==> src/rtl/conv_sched_ctrl_if.sv <==
// rtl/conv_sched_ctrl_if.sv - control/status bundle between the convolution sequencer and its datapath
// Purpose : groups the sequencer's status inputs and every control output it drives.
// Modports: master - sequencer side (receives start/status, drives controls)
//           slave  - datapath/environment side (drives start/status, receives controls)
// Signals : start, IF_done, Filter_done, filter_end, finish_filter, finish_row, write_done (to master)
//           read-controller enables, IF/filter address-generator controls, filter SP read,
//           MAC register loads/clears, conv_done, busy, done (from master)
// Option  : CONV_SCHED_PERF_CNT_EN adds cycle_cnt and mac_cnt (width CYC_WIDTH).
interface conv_sched_ctrl_if;
    logic start;
    logic IF_done;
    logic Filter_done;
    logic filter_end;
    logic finish_filter;
    logic finish_row;
    logic write_done;

    logic IF_read_cntrl_en;
    logic Filter_read_cntrl__en;
    logic ld_input_head;
    logic ld_row_ptr;
    logic row_ptr_cnt_en;
    logic clr_row_ptr;
    logic sel;
    logic ld_filter_head;
    logic clr_filter_head;
    logic index_cnt_en;
    logic clr_index;
    logic filter_ren;
    logic chip_en;
    logic ld1;
    logic ld2;
    logic ld3;
    logic clr1;
    logic clr2;
    logic clr3;
    logic conv_done;
    logic busy;
    logic done;

`ifdef CONV_SCHED_PERF_CNT_EN
    parameter int CYC_WIDTH = 32;
    logic [CYC_WIDTH-1:0] cycle_cnt;
    logic [CYC_WIDTH-1:0] mac_cnt;

    modport master (
        input  start, IF_done, Filter_done, filter_end, finish_filter, finish_row, write_done,
        output IF_read_cntrl_en, Filter_read_cntrl__en, ld_input_head, ld_row_ptr, row_ptr_cnt_en,
               clr_row_ptr, sel, ld_filter_head, clr_filter_head, index_cnt_en, clr_index,
               filter_ren, chip_en, ld1, ld2, ld3, clr1, clr2, clr3, conv_done, busy, done,
               cycle_cnt, mac_cnt
    );
    modport slave (
        output start, IF_done, Filter_done, filter_end, finish_filter, finish_row, write_done,
        input  IF_read_cntrl_en, Filter_read_cntrl__en, ld_input_head, ld_row_ptr, row_ptr_cnt_en,
               clr_row_ptr, sel, ld_filter_head, clr_filter_head, index_cnt_en, clr_index,
               filter_ren, chip_en, ld1, ld2, ld3, clr1, clr2, clr3, conv_done, busy, done,
               cycle_cnt, mac_cnt
    );
`else
    modport master (
        input  start, IF_done, Filter_done, filter_end, finish_filter, finish_row, write_done,
        output IF_read_cntrl_en, Filter_read_cntrl__en, ld_input_head, ld_row_ptr, row_ptr_cnt_en,
               clr_row_ptr, sel, ld_filter_head, clr_filter_head, index_cnt_en, clr_index,
               filter_ren, chip_en, ld1, ld2, ld3, clr1, clr2, clr3, conv_done, busy, done
    );
    modport slave (
        output start, IF_done, Filter_done, filter_end, finish_filter, finish_row, write_done,
        input  IF_read_cntrl_en, Filter_read_cntrl__en, ld_input_head, ld_row_ptr, row_ptr_cnt_en,
               clr_row_ptr, sel, ld_filter_head, clr_filter_head, index_cnt_en, clr_index,
               filter_ren, chip_en, ld1, ld2, ld3, clr1, clr2, clr3, conv_done, busy, done
    );
`endif
endinterface

==> src/rtl/conv_sched_ctrl.sv <==
// rtl/conv_sched_ctrl.sv - top-level sequencer for the convolution datapath
// Purpose : loads both scratchpads, issues FILTER_SIZE filter reads per output through a
//           PIPE_DEPTH-stage MAC pipeline, drains it, hands the sum to the write controller
//           and walks every filter/row window until the last one is done.
// Ports   : clk, rst (asynchronous, active-high)
//           bus (conv_sched_ctrl_if.master) - status inputs and all control outputs
// Option  : CONV_SCHED_PERF_CNT_EN adds bus.cycle_cnt / bus.mac_cnt performance counters.
module conv_sched_ctrl #(
    parameter int FILTER_SIZE = 4,
    parameter int PIPE_DEPTH  = 3,
    parameter int CYC_WIDTH   = 32
) (
    input  logic              clk,
    input  logic              rst,
    conv_sched_ctrl_if.master bus
);
    localparam int CNT_W = $clog2(FILTER_SIZE + 1);
    localparam logic [CNT_W-1:0] LAST_ISSUE = CNT_W'(FILTER_SIZE - 1);

    typedef enum logic [3:0] {
        S_IDLE, S_LOAD, S_INIT, S_ISSUE, S_DRAIN, S_EMIT, S_NEXT_F, S_NEXT_R, S_FIN
    } state_t;

    state_t                state, state_nxt;
    logic [PIPE_DEPTH-1:0] vld, vld_nxt;
    logic [CNT_W-1:0]      issue_cnt;
    logic                  if_seen, flt_seen;

    logic rd_en_q, init_q, issue_q, emit_q, next_f_q, next_r_q, busy_q, done_q;

    // The issue count alone decides when a window is complete; filter_end is
    // only a redundant hint from the index counter.
    logic unused_filter_end;
    assign unused_filter_end = bus.filter_end;

    // Bit k set means the issue made k+1 cycles ago is at MAC stage k+1.
    assign vld_nxt = {vld[PIPE_DEPTH-2:0], (state == S_ISSUE)};

    always_comb begin
        state_nxt = state;
        case (state)
            S_IDLE:   if (bus.start) state_nxt = S_LOAD;
            S_LOAD:   if ((if_seen || bus.IF_done) && (flt_seen || bus.Filter_done))
                          state_nxt = S_INIT;
            S_INIT:   state_nxt = S_ISSUE;
            S_ISSUE:  if (issue_cnt == LAST_ISSUE) state_nxt = S_DRAIN;
            S_DRAIN:  if (vld_nxt == '0) state_nxt = S_EMIT;
            S_EMIT:   if (bus.write_done) begin
                          if (!bus.finish_filter)   state_nxt = S_NEXT_F;
                          else if (!bus.finish_row) state_nxt = S_NEXT_R;
                          else                      state_nxt = S_FIN;
                      end
            S_NEXT_F: state_nxt = S_ISSUE;
            S_NEXT_R: state_nxt = S_ISSUE;
            S_FIN:    state_nxt = S_IDLE;
            default:  state_nxt = S_IDLE;
        endcase
    end

    // Output flags are registered from the next state so they line up with the
    // state they decode while still coming straight out of flops.
    always_ff @(posedge clk or posedge rst) begin
        if (rst) begin
            state     <= S_IDLE;
            vld       <= '0;
            issue_cnt <= '0;
            if_seen   <= 1'b0;
            flt_seen  <= 1'b0;
            rd_en_q   <= 1'b0;
            init_q    <= 1'b0;
            issue_q   <= 1'b0;
            emit_q    <= 1'b0;
            next_f_q  <= 1'b0;
            next_r_q  <= 1'b0;
            busy_q    <= 1'b0;
            done_q    <= 1'b0;
        end else begin
            state <= state_nxt;
            vld   <= vld_nxt;
            if (state == S_ISSUE)
                issue_cnt <= (state_nxt == S_DRAIN) ? '0 : issue_cnt + 1'b1;
            if (state == S_LOAD) begin
                if_seen  <= if_seen  | bus.IF_done;
                flt_seen <= flt_seen | bus.Filter_done;
            end else begin
                if_seen  <= 1'b0;
                flt_seen <= 1'b0;
            end
            rd_en_q  <= (state_nxt == S_LOAD);
            init_q   <= (state_nxt == S_INIT);
            issue_q  <= (state_nxt == S_ISSUE);
            emit_q   <= (state_nxt == S_EMIT);
            next_f_q <= (state_nxt == S_NEXT_F);
            next_r_q <= (state_nxt == S_NEXT_R);
            busy_q   <= (state_nxt != S_IDLE);
            done_q   <= (state_nxt == S_FIN);
        end
    end

    // The MAC clears must land in the very cycle the sum is taken, so the
    // EMIT-exit clears are the only outputs gated directly by an input.
    logic clr_pipe;
    assign clr_pipe = init_q | (emit_q & bus.write_done);

    assign bus.IF_read_cntrl_en      = rd_en_q;
    assign bus.Filter_read_cntrl__en = rd_en_q;
    assign bus.ld_input_head         = init_q | next_f_q | next_r_q;
    assign bus.ld_row_ptr            = next_r_q;
    assign bus.row_ptr_cnt_en        = next_r_q;
    assign bus.clr_row_ptr           = init_q;
    assign bus.sel                   = issue_q;
    assign bus.ld_filter_head        = next_f_q;
    assign bus.clr_filter_head       = init_q | next_r_q;
    assign bus.index_cnt_en          = issue_q;
    assign bus.clr_index             = clr_pipe;
    assign bus.filter_ren            = issue_q;
    assign bus.chip_en               = issue_q;
    assign bus.ld1                   = vld[0];
    assign bus.ld2                   = vld[1];
    assign bus.ld3                   = vld[PIPE_DEPTH-1];
    assign bus.clr1                  = clr_pipe;
    assign bus.clr2                  = clr_pipe;
    assign bus.clr3                  = clr_pipe;
    assign bus.conv_done             = emit_q;
    assign bus.busy                  = busy_q;
    assign bus.done                  = done_q;

`ifdef CONV_SCHED_PERF_CNT_EN
    logic [CYC_WIDTH-1:0] cycle_cnt_q, mac_cnt_q;

    always_ff @(posedge clk or posedge rst) begin
        if (rst) begin
            cycle_cnt_q <= '0;
            mac_cnt_q   <= '0;
        end else if (state == S_IDLE && bus.start) begin
            cycle_cnt_q <= '0;
            mac_cnt_q   <= '0;
        end else begin
            if (state != S_IDLE)   cycle_cnt_q <= cycle_cnt_q + 1'b1;
            if (vld[PIPE_DEPTH-1]) mac_cnt_q   <= mac_cnt_q + 1'b1;
        end
    end

    assign bus.cycle_cnt = cycle_cnt_q;
    assign bus.mac_cnt   = mac_cnt_q;
`else
    logic [CYC_WIDTH-1:0] unused_perf_width;
    assign unused_perf_width = '0;
`endif
endmodule
==> src/flat_wrapper.sv <==
// flat-port wrapper written by rule: the top's interface ports become plain ports
module conv_sched_ctrl_flat 
#(
    parameter int FILTER_SIZE = 4,
    parameter int PIPE_DEPTH  = 3,
    parameter int CYC_WIDTH   = 32
)
  (clk, rst, bus_start, bus_IF_done, bus_Filter_done, bus_filter_end, bus_finish_filter, bus_finish_row, bus_write_done, bus_IF_read_cntrl_en, bus_Filter_read_cntrl__en, bus_ld_input_head, bus_ld_row_ptr, bus_row_ptr_cnt_en, bus_clr_row_ptr, bus_sel, bus_ld_filter_head, bus_clr_filter_head, bus_index_cnt_en, bus_clr_index, bus_filter_ren, bus_chip_en, bus_ld1, bus_ld2, bus_ld3, bus_clr1, bus_clr2, bus_clr3, bus_conv_done, bus_busy, bus_done);
  conv_sched_ctrl_if bus_i ();
  input  logic clk;
  input  logic rst;
  input wire logic [$bits(bus_i.start)-1:0] bus_start;
  input wire logic [$bits(bus_i.IF_done)-1:0] bus_IF_done;
  input wire logic [$bits(bus_i.Filter_done)-1:0] bus_Filter_done;
  input wire logic [$bits(bus_i.filter_end)-1:0] bus_filter_end;
  input wire logic [$bits(bus_i.finish_filter)-1:0] bus_finish_filter;
  input wire logic [$bits(bus_i.finish_row)-1:0] bus_finish_row;
  input wire logic [$bits(bus_i.write_done)-1:0] bus_write_done;
  output wire logic [$bits(bus_i.IF_read_cntrl_en)-1:0] bus_IF_read_cntrl_en;
  output wire logic [$bits(bus_i.Filter_read_cntrl__en)-1:0] bus_Filter_read_cntrl__en;
  output wire logic [$bits(bus_i.ld_input_head)-1:0] bus_ld_input_head;
  output wire logic [$bits(bus_i.ld_row_ptr)-1:0] bus_ld_row_ptr;
  output wire logic [$bits(bus_i.row_ptr_cnt_en)-1:0] bus_row_ptr_cnt_en;
  output wire logic [$bits(bus_i.clr_row_ptr)-1:0] bus_clr_row_ptr;
  output wire logic [$bits(bus_i.sel)-1:0] bus_sel;
  output wire logic [$bits(bus_i.ld_filter_head)-1:0] bus_ld_filter_head;
  output wire logic [$bits(bus_i.clr_filter_head)-1:0] bus_clr_filter_head;
  output wire logic [$bits(bus_i.index_cnt_en)-1:0] bus_index_cnt_en;
  output wire logic [$bits(bus_i.clr_index)-1:0] bus_clr_index;
  output wire logic [$bits(bus_i.filter_ren)-1:0] bus_filter_ren;
  output wire logic [$bits(bus_i.chip_en)-1:0] bus_chip_en;
  output wire logic [$bits(bus_i.ld1)-1:0] bus_ld1;
  output wire logic [$bits(bus_i.ld2)-1:0] bus_ld2;
  output wire logic [$bits(bus_i.ld3)-1:0] bus_ld3;
  output wire logic [$bits(bus_i.clr1)-1:0] bus_clr1;
  output wire logic [$bits(bus_i.clr2)-1:0] bus_clr2;
  output wire logic [$bits(bus_i.clr3)-1:0] bus_clr3;
  output wire logic [$bits(bus_i.conv_done)-1:0] bus_conv_done;
  output wire logic [$bits(bus_i.busy)-1:0] bus_busy;
  output wire logic [$bits(bus_i.done)-1:0] bus_done;
  assign bus_i.start = bus_start;
  assign bus_i.IF_done = bus_IF_done;
  assign bus_i.Filter_done = bus_Filter_done;
  assign bus_i.filter_end = bus_filter_end;
  assign bus_i.finish_filter = bus_finish_filter;
  assign bus_i.finish_row = bus_finish_row;
  assign bus_i.write_done = bus_write_done;
  assign bus_IF_read_cntrl_en = bus_i.IF_read_cntrl_en;
  assign bus_Filter_read_cntrl__en = bus_i.Filter_read_cntrl__en;
  assign bus_ld_input_head = bus_i.ld_input_head;
  assign bus_ld_row_ptr = bus_i.ld_row_ptr;
  assign bus_row_ptr_cnt_en = bus_i.row_ptr_cnt_en;
  assign bus_clr_row_ptr = bus_i.clr_row_ptr;
  assign bus_sel = bus_i.sel;
  assign bus_ld_filter_head = bus_i.ld_filter_head;
  assign bus_clr_filter_head = bus_i.clr_filter_head;
  assign bus_index_cnt_en = bus_i.index_cnt_en;
  assign bus_clr_index = bus_i.clr_index;
  assign bus_filter_ren = bus_i.filter_ren;
  assign bus_chip_en = bus_i.chip_en;
  assign bus_ld1 = bus_i.ld1;
  assign bus_ld2 = bus_i.ld2;
  assign bus_ld3 = bus_i.ld3;
  assign bus_clr1 = bus_i.clr1;
  assign bus_clr2 = bus_i.clr2;
  assign bus_clr3 = bus_i.clr3;
  assign bus_conv_done = bus_i.conv_done;
  assign bus_busy = bus_i.busy;
  assign bus_done = bus_i.done;
  conv_sched_ctrl #(.FILTER_SIZE(FILTER_SIZE), .PIPE_DEPTH(PIPE_DEPTH), .CYC_WIDTH(CYC_WIDTH)) u_core (.clk(clk), .rst(rst), .bus(bus_i));
endmodule
==> config.mk <==
export PLATFORM = sky130hd
export DESIGN_NAME = conv_sched_ctrl_flat
export DESIGN_NICKNAME = d
export VERILOG_FILES = /design/src/rtl/conv_sched_ctrl_if.sv /design/src/rtl/conv_sched_ctrl.sv /design/src/flat_wrapper.sv
export SDC_FILE = /design/constraint.sdc
export NUM_CORES = 1
export LEC_CHECK = 0
export BUFFER_PORTS_ARGS = -buffer_cell sky130_fd_sc_hd__buf_2
export CAP_MARGIN = 20
export CORE_MARGIN = 4
export CORE_UTILIZATION = 50
export CTS_BUF_LIST = sky130_fd_sc_hd__clkbuf_4
export CTS_CLUSTER_SIZE = 40
export DETAILED_ROUTE_END_ITERATION = 10
export PLACE_DENSITY = 0.92
export REMOVE_ABC_BUFFERS = 1
export SYNTH_ARGS = -nofsm -noshare
export SYNTH_HDL_FRONTEND = slang
export SYNTH_SLANG_ARGS = --single-unit
==> constraint.sdc <==
create_clock -name clk -period 2.55 [get_ports clk]
set_input_delay 0.51 -clock clk [delete_from_list [all_inputs] [get_ports clk]]
set_output_delay 0.51 -clock clk [all_outputs]
set_load 0.02 [all_outputs]
==> run summary <==
Status - finished, final reports clean
Critical path arrival - 2.13 ns
Post-CTS Setup Bufs - 0
Min Clock Period, post-route - 1.959 ns
Crit-path max FO - 4
Gr usage total - 14.36%
Worst-path cell chain - ha_1 -> ha_1 -> a21o_2 -> inv_2 -> or3_4 -> or4_1
Worst Clk Skew - 0.004293 ns
Clock Sinks - 20
Netlist cell types - 28
CTS Buf Count - 3
Buffers added on ports - 29
CP Capture Type - flip-flop
Area grow syn2layout - 14.74%
Reg-to-Reg End - u_core.bus.busy
Multi-input logic area - 275.3 um^2
DP Worst Slack - 0.6271 ns
Die ar. - 2462 um^2
Crit Path Class - reg2reg
Initial antenna violation count - 0
RSZ-0062 raised after global routing - false
Peak supply drop - 0.0005923 V
Met3 WL - 170 um
Final #Nets - 117
Max Fclk - 510.5 MHz
CTS tree - built
Post-route cell area - 993.5 um^2
Crit path max-delay family - simple AND/OR/NAND/NOR gates
# diodes - 0
Crit path required time - 2.72 ns
Seq/Total Area, Yosys - 57.80%
Horiz. Die Dim - 49.62 um
DR top layer - met3
Clock Pin Slew Worst Setup and Hold Paths - 0.10 ns
Area of the core - 1577 um^2
Met2 WL post-DR - 817 um
Largest net degree at the start of global routing - 21
Synth Cell Area - 865.8 um^2
Final setup fails - 0
Hpwl dp - 1239 um
CP max stage cell - dfrtp_1
Reg-to-reg slack, setup - 0.59 ns
Longest Clk Path Bufs - 2
Hold Slack - 0.3181 ns
Global-route wire length before repair - 2711 um
Antenna viol nets, final - 0
Total gr overflow - 0
Gp weighted congestion - 0.8006
Max_cap viols - 0
Io pins - 31
Final Power - 1273 uW
Wire length after detailed routing - 1620 um
Fillers - 128
# H-tree levels - 1
Initial core utilization - 54.92%
Slowest stage delay, CP - 0.41 ns
Via/cell ratio - 5.517
FF-to-FF path depth - 6
Die Y - 49.62 um
Clock insertion delay at the later pin of the skew report - 0.29 ns
Routed length per instance - 13.50 um
Cells after synthesis - 80
DP Area - 970.9 um^2
Pre-antenna DRT Iters - 6
Final hold violation count - 0
Vias - 662
Drt drc - 0
Yosys reg bits - 20
Pwr dens - 1282 nW/um^2
DRT met1 WL - 632 um
Number of global-route vias before repair - 659
Pin slew with the least headroom to its limit - 0.7238 ns
FF/Latch Area - 500.5 um^2
Post_cts resized - 0
Synth warn - 0
Drt initial violations - 10
Post-cts hold buffer count - 0
Leakage - 0.0005655 uW
Most Frequent Cell on Critical Path - ha_1
Setup TNS - 0 ns
Rows - 14
Final WS setup - 0.5912 ns
Mapped Avg Cell Area - 10.82 um^2
Period utilisation layout - 76.82%
Slew headroom - 51.69%
Share of layout cells above drive strength 1 - 37.50%
Crit path launch type - flip-flop
WP buf/inv - 1
Root buffer cell - clkbuf_4
Worst hold path class - in2async
R2r startpoint - u_core.issue_cnt[0]
Slew Limit Fails - 0
## kinds of logic after synthesis
kind of cell	after synthesis	synth area share, %
DFF	20	57.80
AOI/OAI and AO/OA	10	8.237
xor gates and xnor gates	1	1.012
adders and majority gates	2	2.890
buffers and inverters	16	10.41
and+or+nand+nor	31	19.65
## worst max-delay path by stage
stage,depth (start not counted),startpoint,slack [ns],to
6_report,6,u_core.issue_cnt[0],0.59,u_core.bus.busy
5_1_grt,6,u_core.issue_cnt[0],0.54,u_core.bus.busy
4_1_cts,6,u_core.issue_cnt[0],0.59,u_core.bus.busy
3_5_place_dp,6,u_core.issue_cnt[0],0.63,u_core.bus.busy
3_3_place_gp,6,u_core.issue_cnt[0],0.69,u_core.bus.busy
2_1_floorplan,6,u_core.issue_cnt[0],0.80,u_core.bus.busy
## worst reg2reg max path: stages (launching register included)
cell,delay (ns)
dfrtp_1,0.41
ha_1,0.18
ha_1,0.23
a21o_2,0.17
inv_2,0.04
or3_4,0.41
or4_1,0.41
## cell usage in the layout, fill, tap and decap left out, types with 2 or more instances in the layout
cell type,synthesis,layout
ha_1,2,2
dfrtp_1,20,20
nand4_1,2,2
clkbuf_4,0,3
inv_2,2,2
buf_2,0,29
o21ai_0,3,3
nand2b_1,2,2
inv_1,6,6
nand2_1,4,4
nor2_1,11,11
nor3_1,3,3
## metal layers
layer,vias up,global-route usage (%)
met3,0,4.217
met5,-,0
met2,37,24.01
li1,309,-
met4,0,8.756
met1,316,15.92
## state kept, by name, indices dropped and copies added, names as in the netlist
signal                            count
u_core.state                          4
u_core.issue_cnt                      3
u_core.vld                            3
u_core.bus.Filter_read_cntrl__en      1
u_core.bus.busy                       1
u_core.bus.chip_en                    1
u_core.bus.clr_row_ptr                1
u_core.bus.conv_done                  1
u_core.bus.done                       1
u_core.bus.ld_filter_head             1
u_core.bus.ld_row_ptr                 1
u_core.flt_seen                       1
u_core.if_seen                        1
## report_power, final
group,total (uW),internal (uW),switching [uW]
logic,630,235,394
clock network,142,54.9,86.9
registers,502,427,75.1
## final cells by class
cell class / count / area share (%)
clock buffers: 3 / 2.267
inverters: 8 / 3.023
multi-input cells: 44 / 27.71
flip-flops and latches: 20 / 50.38
well taps: 16 / 2.015
repair buffers: 29 / 14.61
## synth_stat cells
library cell | n | area (um^2)
o21ai_0 | 3 | 15.01
a21o_2 | 1 | 8.760
o21ai_1 | 1 | 5.000
nand3b_1 | 1 | 7.510
or3_4 | 1 | 11.26
inv_1 | 6 | 22.52
a21o_1 | 1 | 7.510
a211o_1 | 1 | 8.760
and3_2 | 1 | 7.510
buf_4 | 8 | 60.06
or4_1 | 1 | 7.510
a22oi_1 | 1 | 7.510
a21boi_0 | 1 | 7.510
or3_1 | 1 | 6.260
nand2b_1 | 2 | 12.51
inv_2 | 2 | 7.510
and2b_1 | 1 | 7.510
nor3b_2 | 1 | 12.51
xor2_1 | 1 | 8.760
o41a_1 | 1 | 11.26
nand2_1 | 4 | 15.01
ha_1 | 2 | 25.02
nand4_1 | 2 | 12.51
nor2_1 | 11 | 41.29
or2_2 | 1 | 6.260
nor3b_1 | 1 | 7.510
dfrtp_1 | 20 | 500.5
nor3_1 | 3 | 15.01
## per-stage QoR
step	util [%]	instances
detailed placement	61.59	117
global placement	61.59	117
finish	63.02	120
CTS	63.02	120
global route	63.02	120
floorplan	-	72
Power figures use the tool's default switching activity.
